<file path="config.mk">
export PLATFORM = sky130hd
export DESIGN_NAME = wta_vote_tally
export DESIGN_NICKNAME = d
export VERILOG_FILES = /design/src/rtl/wta_vote_tally_pkg.sv /design/src/rtl/wta_vote_tally_argmax.sv /design/src/rtl/wta_vote_tally.sv
export SDC_FILE = /design/constraint.sdc
export NUM_CORES = 1
export LEC_CHECK = 0
export BUFFER_PORTS_ARGS = -buffer_cell sky130_fd_sc_hd__buf_2
export CAP_MARGIN = 40
export CORE_AREA = 5 5 126 158
export CTS_CLUSTER_DIAMETER = 60
export DETAILED_ROUTE_END_ITERATION = 8
export DIE_AREA = 0 0 131 163
export PLACE_DENSITY = 0.75
export SLEW_MARGIN = 20
export SYNTH_ARGS = -nofsm -noshare
export SYNTH_HDL_FRONTEND = slang
export SYNTH_SLANG_ARGS = --single-unit
</file>
<file path="constraint.sdc">
create_clock -name clk -period 5.1 [get_ports clk]
set_clock_uncertainty 0.2 [all_clocks]
set_input_delay 1.02 -clock clk [delete_from_list [all_inputs] [get_ports clk]]
set_output_delay 1.02 -clock clk [all_outputs]
set_load 0.02 [all_outputs]
</file>
<file path="src/rtl/wta_vote_tally_pkg.sv">
// -----------------------------------------------------------------------------
// wta_vote_tally_pkg
// Shared constants for the winner-take-all vote tally slice: default layer
// geometry, time-period geometry and vote counter sizing. The modules use
// these as parameter defaults so a different layer can override them.
// -----------------------------------------------------------------------------
package wta_vote_tally_pkg;

    // Layer geometry: index NUM_NEURONS_DEF is the "no winner" sentinel.
    localparam int NUM_NEURONS_DEF = 16;
    localparam int LOG_NEURONS_DEF = 4;
    localparam int NO_WINNER_DEF   = NUM_NEURONS_DEF;

    // Cycles per time period; a spike time >= TIME_PERIOD_DEF means no spike.
    localparam int TIME_PERIOD_DEF = 32;
    localparam int LOG_TP_DEF      = 5;

    // Epoch length in periods and vote counter width.
    localparam int EPOCH_LEN_DEF   = 8;
    localparam int CNT_W_DEF       = 8;

endpackage

</file>
<file path="src/rtl/wta_vote_tally_argmax.sv">
// -----------------------------------------------------------------------------
// vote_argmax
// Sequential arg-max over the vote array, one neuron per cycle.
//   clk, rst_l   : clock, asynchronous active-low reset
//   start_i      : one-cycle pulse that restarts the scan at index 0
//   cnt_i        : vote count of neuron idx_o (read by the parent)
//   idx_o        : neuron index currently being examined
//   best_idx_o   : best index including the current neuron
//   best_cnt_o   : best count including the current neuron
//   done_o       : high while the last neuron is being examined; best_*_o
//                  then hold the final answer
// Only a strictly greater count replaces the best pair, so ties keep the
// lowest index.
// -----------------------------------------------------------------------------
module vote_argmax
    import wta_vote_tally_pkg::*;
#(
    parameter int NUM_NEURONS = NUM_NEURONS_DEF,
    parameter int LOG_NEURONS = LOG_NEURONS_DEF,
    parameter int CNT_W       = CNT_W_DEF
) (
    input  logic                   clk,
    input  logic                   rst_l,
    input  logic                   start_i,
    input  logic [CNT_W-1:0]       cnt_i,
    output logic [LOG_NEURONS-1:0] idx_o,
    output logic [LOG_NEURONS:0]   best_idx_o,
    output logic [CNT_W-1:0]       best_cnt_o,
    output logic                   done_o
);

    localparam logic [LOG_NEURONS-1:0] IDX_LAST  = LOG_NEURONS'(NUM_NEURONS - 1);
    localparam logic [LOG_NEURONS:0]   NO_WINNER = (LOG_NEURONS + 1)'(NUM_NEURONS);

    logic                   active_q;
    logic [LOG_NEURONS-1:0] idx_q;
    logic [LOG_NEURONS:0]   best_idx_q;
    logic [CNT_W-1:0]       best_cnt_q;
    logic [LOG_NEURONS:0]   best_idx_d;
    logic [CNT_W-1:0]       best_cnt_d;

    // Fold the current neuron into the running best pair.
    always_comb begin
        best_idx_d = best_idx_q;
        best_cnt_d = best_cnt_q;
        if (cnt_i > best_cnt_q) begin
            best_idx_d = {1'b0, idx_q};
            best_cnt_d = cnt_i;
        end else begin
            best_idx_d = best_idx_q;
            best_cnt_d = best_cnt_q;
        end
    end

    assign idx_o      = idx_q;
    assign best_idx_o = best_idx_d;
    assign best_cnt_o = best_cnt_d;
    assign done_o     = active_q && (idx_q == IDX_LAST);

    // Scan index and running best registers.
    always_ff @(posedge clk or negedge rst_l) begin
        if (!rst_l) begin
            active_q   <= 1'b0;
            idx_q      <= '0;
            best_idx_q <= NO_WINNER;
            best_cnt_q <= '0;
        end else if (start_i) begin
            active_q   <= 1'b1;
            idx_q      <= '0;
            best_idx_q <= NO_WINNER;
            best_cnt_q <= '0;
        end else if (active_q) begin
            best_idx_q <= best_idx_d;
            best_cnt_q <= best_cnt_d;
            if (idx_q == IDX_LAST) begin
                active_q <= 1'b0;
            end else begin
                idx_q <= idx_q + LOG_NEURONS'(1);
            end
        end
    end

endmodule

</file>
<file path="src/rtl/wta_vote_tally.sv">
// -----------------------------------------------------------------------------
// wta_vote_tally
// Tallies the winner-take-all layer output once per time period over an
// epoch, then scans the tallies for the majority winner and offers it on a
// valid/ready handshake.
//   clk, rst_l         : clock, asynchronous active-low reset
//   en                 : capture enable (period ends ignored when low)
//   time_val           : free-running period counter
//   winning_neuron     : layer winner index (NUM_NEURONS = no winner)
//   output_spike_time  : winner spike time (>= TIME_PERIOD = no spike)
//   result_valid/ready : result handshake
//   result_neuron      : majority winner, NUM_NEURONS if no valid wins
//   result_votes       : votes of result_neuron
//   result_silent      : no-spike periods in the epoch
//   overrun            : sticky, a period or an epoch was dropped
// -----------------------------------------------------------------------------
module wta_vote_tally
    import wta_vote_tally_pkg::*;
#(
    parameter int NUM_NEURONS = NUM_NEURONS_DEF,
    parameter int LOG_NEURONS = LOG_NEURONS_DEF,
    parameter int TIME_PERIOD = TIME_PERIOD_DEF,
    parameter int LOG_TP      = LOG_TP_DEF,
    parameter int EPOCH_LEN   = EPOCH_LEN_DEF,
    parameter int CNT_W       = CNT_W_DEF
) (
    input  logic                 clk,
    input  logic                 rst_l,
    input  logic                 en,
    input  logic [LOG_TP:0]      time_val,
    input  logic [LOG_NEURONS:0] winning_neuron,
    input  logic [LOG_TP:0]      output_spike_time,
    output logic                 result_valid,
    input  logic                 result_ready,
    output logic [LOG_NEURONS:0] result_neuron,
    output logic [CNT_W-1:0]     result_votes,
    output logic [CNT_W-1:0]     result_silent,
    output logic                 overrun
);

    localparam logic [1:0] ST_ACCUM = 2'd0;
    localparam logic [1:0] ST_SCAN  = 2'd1;
    localparam logic [1:0] ST_HOLD  = 2'd2;

    localparam logic [LOG_TP:0]      TP_LAST    = (LOG_TP + 1)'(TIME_PERIOD - 1);
    localparam logic [LOG_TP:0]      TP_NONE    = (LOG_TP + 1)'(TIME_PERIOD);
    localparam logic [LOG_NEURONS:0] NO_WINNER  = (LOG_NEURONS + 1)'(NUM_NEURONS);
    localparam logic [CNT_W-1:0]     EPOCH_LAST = CNT_W'(EPOCH_LEN - 1);
    localparam logic [CNT_W-1:0]     CNT_MAX    = {CNT_W{1'b1}};

    // Saturating increment for vote/silent counters.
    function automatic logic [CNT_W-1:0] sat_inc(input logic [CNT_W-1:0] v);
        return (v == CNT_MAX) ? v : v + CNT_W'(1);
    endfunction

    logic [1:0]             state_q, state_d;
    logic [CNT_W-1:0]       votes_q [NUM_NEURONS];
    logic [CNT_W-1:0]       silent_q;
    logic [CNT_W-1:0]       period_cnt_q;
    logic                   scan_start_q, scan_start_d;
    logic                   result_valid_q;
    logic [LOG_NEURONS:0]   result_neuron_q;
    logic [CNT_W-1:0]       result_votes_q;
    logic [CNT_W-1:0]       result_silent_q;
    logic                   overrun_q;

    logic                   capture_s, win_s, epoch_end_s, handshake_s;
    logic                   tally_s, drop_s, discard_s, load_s;
    logic [LOG_NEURONS-1:0] scan_idx_s;
    logic [LOG_NEURONS:0]   best_idx_s;
    logic [CNT_W-1:0]       best_cnt_s;
    logic                   scan_done_s;

    assign capture_s   = en && (time_val == TP_LAST);
    assign win_s       = (output_spike_time < TP_NONE) && (winning_neuron < NO_WINNER);
    assign epoch_end_s = capture_s && (period_cnt_q == EPOCH_LAST);
    assign handshake_s = result_valid_q && result_ready;

    vote_argmax #(
        .NUM_NEURONS (NUM_NEURONS),
        .LOG_NEURONS (LOG_NEURONS),
        .CNT_W       (CNT_W)
    ) u_argmax (
        .clk        (clk),
        .rst_l      (rst_l),
        .start_i    (scan_start_q),
        .cnt_i      (votes_q[scan_idx_s]),
        .idx_o      (scan_idx_s),
        .best_idx_o (best_idx_s),
        .best_cnt_o (best_cnt_s),
        .done_o     (scan_done_s)
    );

    // FSM state register plus the registered handshake/scan-start flags.
    always_ff @(posedge clk or negedge rst_l) begin
        if (!rst_l) begin
            state_q        <= ST_ACCUM;
            scan_start_q   <= 1'b0;
            result_valid_q <= 1'b0;
        end else begin
            state_q        <= state_d;
            scan_start_q   <= scan_start_d;
            result_valid_q <= (state_d == ST_HOLD);
        end
    end

    // Next-state logic; a handshake outranks an epoch completing in HOLD.
    always_comb begin
        state_d = state_q;
        case (state_q)
            ST_ACCUM: begin
                if (epoch_end_s) state_d = ST_SCAN;
                else             state_d = ST_ACCUM;
            end
            ST_SCAN: begin
                if (scan_done_s) state_d = ST_HOLD;
                else             state_d = ST_SCAN;
            end
            ST_HOLD: begin
                if (handshake_s) state_d = epoch_end_s ? ST_SCAN : ST_ACCUM;
                else             state_d = ST_HOLD;
            end
            default: state_d = ST_ACCUM;
        endcase
    end

    // Per-state datapath controls.
    always_comb begin
        tally_s   = 1'b0;
        drop_s    = 1'b0;
        discard_s = 1'b0;
        load_s    = 1'b0;
        case (state_q)
            ST_ACCUM: tally_s = capture_s;
            ST_SCAN: begin
                drop_s = capture_s;
                load_s = scan_done_s;
            end
            ST_HOLD: begin
                // An epoch finishing with the result still pending is lost.
                if (handshake_s || !epoch_end_s) tally_s   = capture_s;
                else                             discard_s = 1'b1;
            end
            default: tally_s = 1'b0;
        endcase
        // The scan begins one edge after the state first becomes SCAN.
        scan_start_d = (state_d == ST_SCAN) && (state_q != ST_SCAN);
    end

    // Vote, silent and period counters.
    always_ff @(posedge clk or negedge rst_l) begin
        if (!rst_l) begin
            for (int n = 0; n < NUM_NEURONS; n++) votes_q[n] <= '0;
            silent_q     <= '0;
            period_cnt_q <= '0;
        end else begin
            if (load_s || discard_s) begin
                for (int n = 0; n < NUM_NEURONS; n++) votes_q[n] <= '0;
                silent_q <= '0;
            end else if (tally_s) begin
                if (win_s) begin
                    votes_q[winning_neuron[LOG_NEURONS-1:0]] <=
                        sat_inc(votes_q[winning_neuron[LOG_NEURONS-1:0]]);
                end else begin
                    silent_q <= sat_inc(silent_q);
                end
            end
            if (tally_s) begin
                period_cnt_q <= epoch_end_s ? '0 : period_cnt_q + CNT_W'(1);
            end else if (discard_s) begin
                period_cnt_q <= '0;
            end
        end
    end

    // Result registers and the sticky overrun flag.
    always_ff @(posedge clk or negedge rst_l) begin
        if (!rst_l) begin
            result_neuron_q <= NO_WINNER;
            result_votes_q  <= '0;
            result_silent_q <= '0;
            overrun_q       <= 1'b0;
        end else begin
            if (load_s) begin
                result_neuron_q <= (best_cnt_s == '0) ? NO_WINNER : best_idx_s;
                result_votes_q  <= best_cnt_s;
                result_silent_q <= silent_q;
            end
            if (drop_s || discard_s) begin
                overrun_q <= 1'b1;
            end
        end
    end

    assign result_valid  = result_valid_q;
    assign result_neuron = result_neuron_q;
    assign result_votes  = result_votes_q;
    assign result_silent = result_silent_q;
    assign overrun       = overrun_q;

endmodule

</file>
After elaboration in Yosys (flattened, before gate mapping)
Index checks and enable logic that the tools add are counted.
Cells by class
  add/subtract/negate cells: 4
  order comparisons: 6
  equal/unequal tests: 13
  multiplexer cells: 43
  bitwise operators: 2
  reductions and logical operators: 20
Operator list (count)
  $mux W128: 3
  $bwmux W128: 1
  $mux W8: 16
  $bmux W8 S4: 2
  $demux W8 S4: 1
  $add A8 B1 Y8 const B: 3
  $mux W5: 4
  $eq A8 B8 Y1 const B: 2
  $mux W4: 3
  $ge A5 B5 Y1 const B: 2
  $not A4 Y5: 2
  $mux W1: 9
  $eq A8 B3 Y1 const B: 1
  $gt A8 B8 Y1: 1
  $logic_not A8 Y1: 1
  $reduce_bool A2 Y1: 4
  $logic_and A1 B1 Y1: 7
  $eq A6 B5 Y1 const B: 1
  $lt A6 B6 Y1 const B: 1
  $pmux W2 S3: 1
  $lt A5 B1 Y1 const B: 1
  $lt A5 B5 Y1 const B: 1
  $add A4 B1 Y4 const B: 1
  $eq A2 B1 Y1 const B: 2
  other kinds (11): 18
Storage, ports and cells
  register bits after elaboration: 188
  input port bits: 21
  word-level logic and storage cells: 117

Depth between registers and ports, before layout
  depth in word-level cells: 10
  gate-level depth with buffers: 14
  mapped depth without buffers: 11

Cells and area by module
A second synthesis with hierarchy kept.
Unflattened totals
  cell total of the unflattened synthesis: 998
  area total of the unflattened synthesis: 10896.7 µm²
Modules (own cells, without submodules)
  wta_vote_tally: times used 1, cells each 877, area an instance 9635.5 µm², seq. area each 4255.3 µm²
  vote_argmax: times used 1, cells each 121, area an instance 1261.2 µm², seq. area each 451.7 µm²

Least setup slack after synthesis
Ideal clock, no wire load.
  path type: register to register
  from: register u_argmax.idx_q[0], in the netlist u_argmax.idx_o[0]
  to: register result_neuron_q[0], in the netlist result_neuron[0]
  setup time: 0.133 ns
  arrival: 3.796 ns
  slack: 0.971 ns
  cell stages (with the launch flop): 15
  path buffers: 3
  period minus slack after synthesis: 4.129 ns
  cell sequence: dfrtp_1 > buf_2 > buf_2 > mux4_2 > a22oi_1 > nand2_1 > ha_1 > and4b_1 > a211o_1 > o211ai_1 > buf_2 > mux2i_1 > nand4_1 > o21ai_1 > o21ai_0
On the way
  longest elaborated chain between the ends: 8
Ends and longest elaborated chain
  start, declared: line wta_vote_tally_argmax.sv:36  | logic [LOG_NEURONS-1:0] idx_q;
  start signal, assigned: line wta_vote_tally_argmax.sv:78  | idx_q <= idx_q + LOG_NEURONS'(1);
  $not A4 Y5 (not written as such): line wta_vote_tally.sv:87  | .cnt_i (votes_q[scan_idx_s]),
  $bmux W8 S4: line wta_vote_tally.sv:87
  $mux W8 (not written as such) (2 in a row): line wta_vote_tally.sv:87
  $gt A8 B8 Y1: line wta_vote_tally_argmax.sv:46  | if (cnt_i > best_cnt_q) begin
  $mux W8: line wta_vote_tally_argmax.sv:46
  $logic_not A8 Y1: line wta_vote_tally.sv:185  | result_neuron_q <= (best_cnt_s == '0) ? NO_WINNER : best_idx_s;
  $mux W5: line wta_vote_tally.sv:185
  end signal, assigned: line wta_vote_tally.sv:185
  end, declared: line wta_vote_tally.sv:62  | logic [LOG_NEURONS:0] result_neuron_q;
Parallel ways exist; a longest one is shown, timed or not. The select of a mux whose other input is x is not followed.
A chain may end at the register's enable or synchronous reset.

Worst setup path in the final report
Same ends and word-level chain as after synthesis.

==> results_dict.tcl <==
set metrics [dict create \
    first_pass_iters 5 \
    grt_max_degree 71 \
    grt_pass1_vias 7647 \
    grt_pass1_wl_um 40770 \
    rsz0062_at_grt "false" \
    drive_above_1_share_pct 20.98 \
    overflow 0 \
    cts_resized 0 \
    antenna_cells 0 \
    irDropWorstVdd_mv 0.2194 \
    slew_violations 0 \
    synth.net_count 936 \
    switching_share_pct 26.82 \
    hold_viol 0 \
    cts_buffers 17 \
    cp-start-kind "flip-flop" \
    initial_core_util_pct 53.22 \
    rr_endpoint "result_neuron[0]" \
    ys_types 59 \
    dp_hpwl_um 17700 \
    clockPowerShare_pct 41.3 \
    power_leakage_nw 4.781 \
    required_ps 5200 \
    synthTopCellsByArea "dfrtp_1, mux4_2, nand2_1" \
    crit_arrival_ps 4600 \
    p_switching_mw 0.8450 \
    synth_warnings 0 \
    intPower_mw 2.306 \
    die_w_um 131 \
    finalSetupTns_ps 0 \
    hold_path_startpoint "overrun" \
    gp_congestion 0.9228 \
    clock-sinks 188 \
    drt_first_iter_violations 668 \
    holdCritPathClass "flip-flop to flip-flop" \
    ys_ff_latch 188 \
    pwr_density_cell_nw_per_um2 289.3 \
    clockBufferDepth 2 \
    top_layer_used "met4" \
    period_needed_ps 4495 \
    maxSlewHeadroom_pct 41.31 \
    async_flop_share_pct 100.0 \
    wirelength_um 25520 \
    p_total_mw 3.151 \
    drc 0 \
    routed-wl-met2_um 13050 \
    dp.cells 1155 \
    reg2reg_slack_ps 600 \
    worstSetupPathType "flip-flop to flip-flop" \
    end_kind "flip-flop" \
    combinationalPowerShare_pct 9.8 \
    core_sq_um 18360 \
    routed_via_density 6.371 \
    postCtsSetupBuffers 0 \
    cts_tree "built" \
    outcome "finished clean" \
    die_y_um 163 \
    synth_most_common_cell "nand2_1" \
    timing.hold.ws_ps 258.9 \
    cts-root-buf "clkbuf_16" \
    cts_hold_buf 0 \
    fmax_mhz 222.5 \
    finalCritPeriodShare_pct 88.14 \
    min_to "overrun" \
    worstSkewPairLatency_ps 430 \
    io_buffers 38 \
    worst_pin_slew_ps 876.3 \
    vias 7582 \
    core.rowCount 56 \
    synthCells 903 \
    path_max_fanout 13 \
    ctsHtreeMaxLevel 4 \
    nets 978 \
    met3_length_um 1841 \
    antenna_found_initial 0 \
    syn_area_sq_um 9769 \
    grtUsageTotal_pct 24.86 \
    synth_flop_cell "dfrtp_1" \
    instances_no_fill 1190 \
    cap_violations 0 \
    synth-edff-count 0 \
    yosys-top-cells-count "nand2_1, dfrtp_1, o21ai_0" \
    synth_area_leader_cell "dfrtp_1" \
    synth_top_area_share_pct 47.64 \
    cp-startpoint "u_argmax.idx_o[0]" \
    die_area_sq_um 21350 \
    wl_per_cell_um 21.44 \
    holdPathStages 1 \
    worstRegToRegCells 13 \
    syn2layout_area_growth_pct 11.47 \
    yosysSeqAreaShare_pct 48.18 \
    io_pins 44 \
    met1_length_um 9491 \
    syn_avg_cell_area_sq_um 10.82 \
    setup_violations 0 \
    p_seq_share_pct 49.0 \
    detail-route-antenna-nets 0 \
    r2r_start "u_argmax.idx_o[0]" \
    clk_pin_slew_ps 70 \
]
-- kinds of logic (layout without fill, tap and decap cells) --
logic type,Yosys count,after routing,synth area share (%)
mux,87,87,17.34
buf+inv,59,114,2.971
flops,188,188,48.18
xor+xnor,15,15,1.422
simple gates,316,316,14.42
compound gates,226,226,14.13
fa+ha+maj,12,12,1.537
-- power by group through the flow --
stage                     Clock [mW]  Combinational, mW  Sequential, mW
after floorplan                    0              0.208            1.56
after global placement             0              0.299            1.57
after detailed placement           0              0.306            1.57
after CTS                       1.30              0.309            1.54
after global routing            1.37              0.337            1.55
final                           1.30              0.308            1.54
-- through the flow --
stage	util, %	instance area [sq um]	worst slack (ps)
floorplan	-	9769	970.6
global placement	55.92	10270	647.9
detailed placement	56.11	10300	578.3
CTS	59.21	10870	562.1
global route	59.32	10890	276.3
finish	59.32	10890	604.7
-- worst max-delay path: stages (launching register included) --
cell      delay (ps)
dfrtp_2          590
buf_4            230
mux4_2           560
a22oi_1          370
nand2_1          150
ha_1             350
and4b_1          210
a211o_1          280
o211ai_1         160
buf_4            270
mux2i_1          370
nand4_1          180
o21ai_1          310
o21ai_0          140
-- layer usage --
metal	vias up	GRT usage [%]
met2	329	41.82
met3	73	4.560
met5	-	0
met4	0	11.69
met1	3792	30.80
li1	3388	-
-- how the worst max path moves through the flow --
stage	endpoint	slack, ps
after floorplan	result_neuron[0]	970
after global placement	votes_q[45]	650
after detailed placement	result_neuron[0]	580
after CTS	result_neuron[0]	560
after global routing	result_neuron[2]	280
final	result_neuron[0]	600
-- area by class of cell --
type                            count  area (sq um)
Tap cell                          232         290.3
Fill cell                        1460          7467
Timing Repair Buffer               73         516.7
Inverter                            9         33.78
Sequential cell                   188          4708
Multi-Input combinational cell    656          4772
Clock buffer                       18         439.2
Clock inverter                     14         130.1
-- sequential cells by signal, indices dropped and copies added, names as in the netlist, 4 cells and up --
| name | flops |
|---|---|
| u_argmax.best_cnt_q | 8 |
| result_neuron | 5 |
| result_silent | 8 |
| silent_q | 8 |
| u_argmax.best_idx_q | 5 |
| period_cnt_q | 8 |
| u_argmax.idx_o | 4 |
| votes_q | 128 |
| result_votes | 8 |
-- placed cells by master, fill, tap and decap left out, types with 8 or more instances in the layout --
master | synthesis | final
nand2_1 | 190 | 190
dfrtp_1 | 186 | 185
o21ai_0 | 115 | 115
mux4_2 | 65 | 65
nor2_1 | 38 | 38
buf_2 | 13 | 38
buf_4 | 3 | 29
nand3_1 | 27 | 27
a22oi_1 | 26 | 26
o21ai_1 | 26 | 26
mux2i_1 | 18 | 18
clkbuf_16 | 0 | 17
nand4_1 | 13 | 13
ha_1 | 12 | 12
o21ai_2 | 11 | 11
a31oi_1 | 11 | 11
inv_1 | 9 | 9
xnor2_1 | 9 | 9
nand2b_1 | 8 | 8
a21oi_1 | 8 | 8
a211oi_1 | 8 | 8
(Power assumes the default switching activity.)
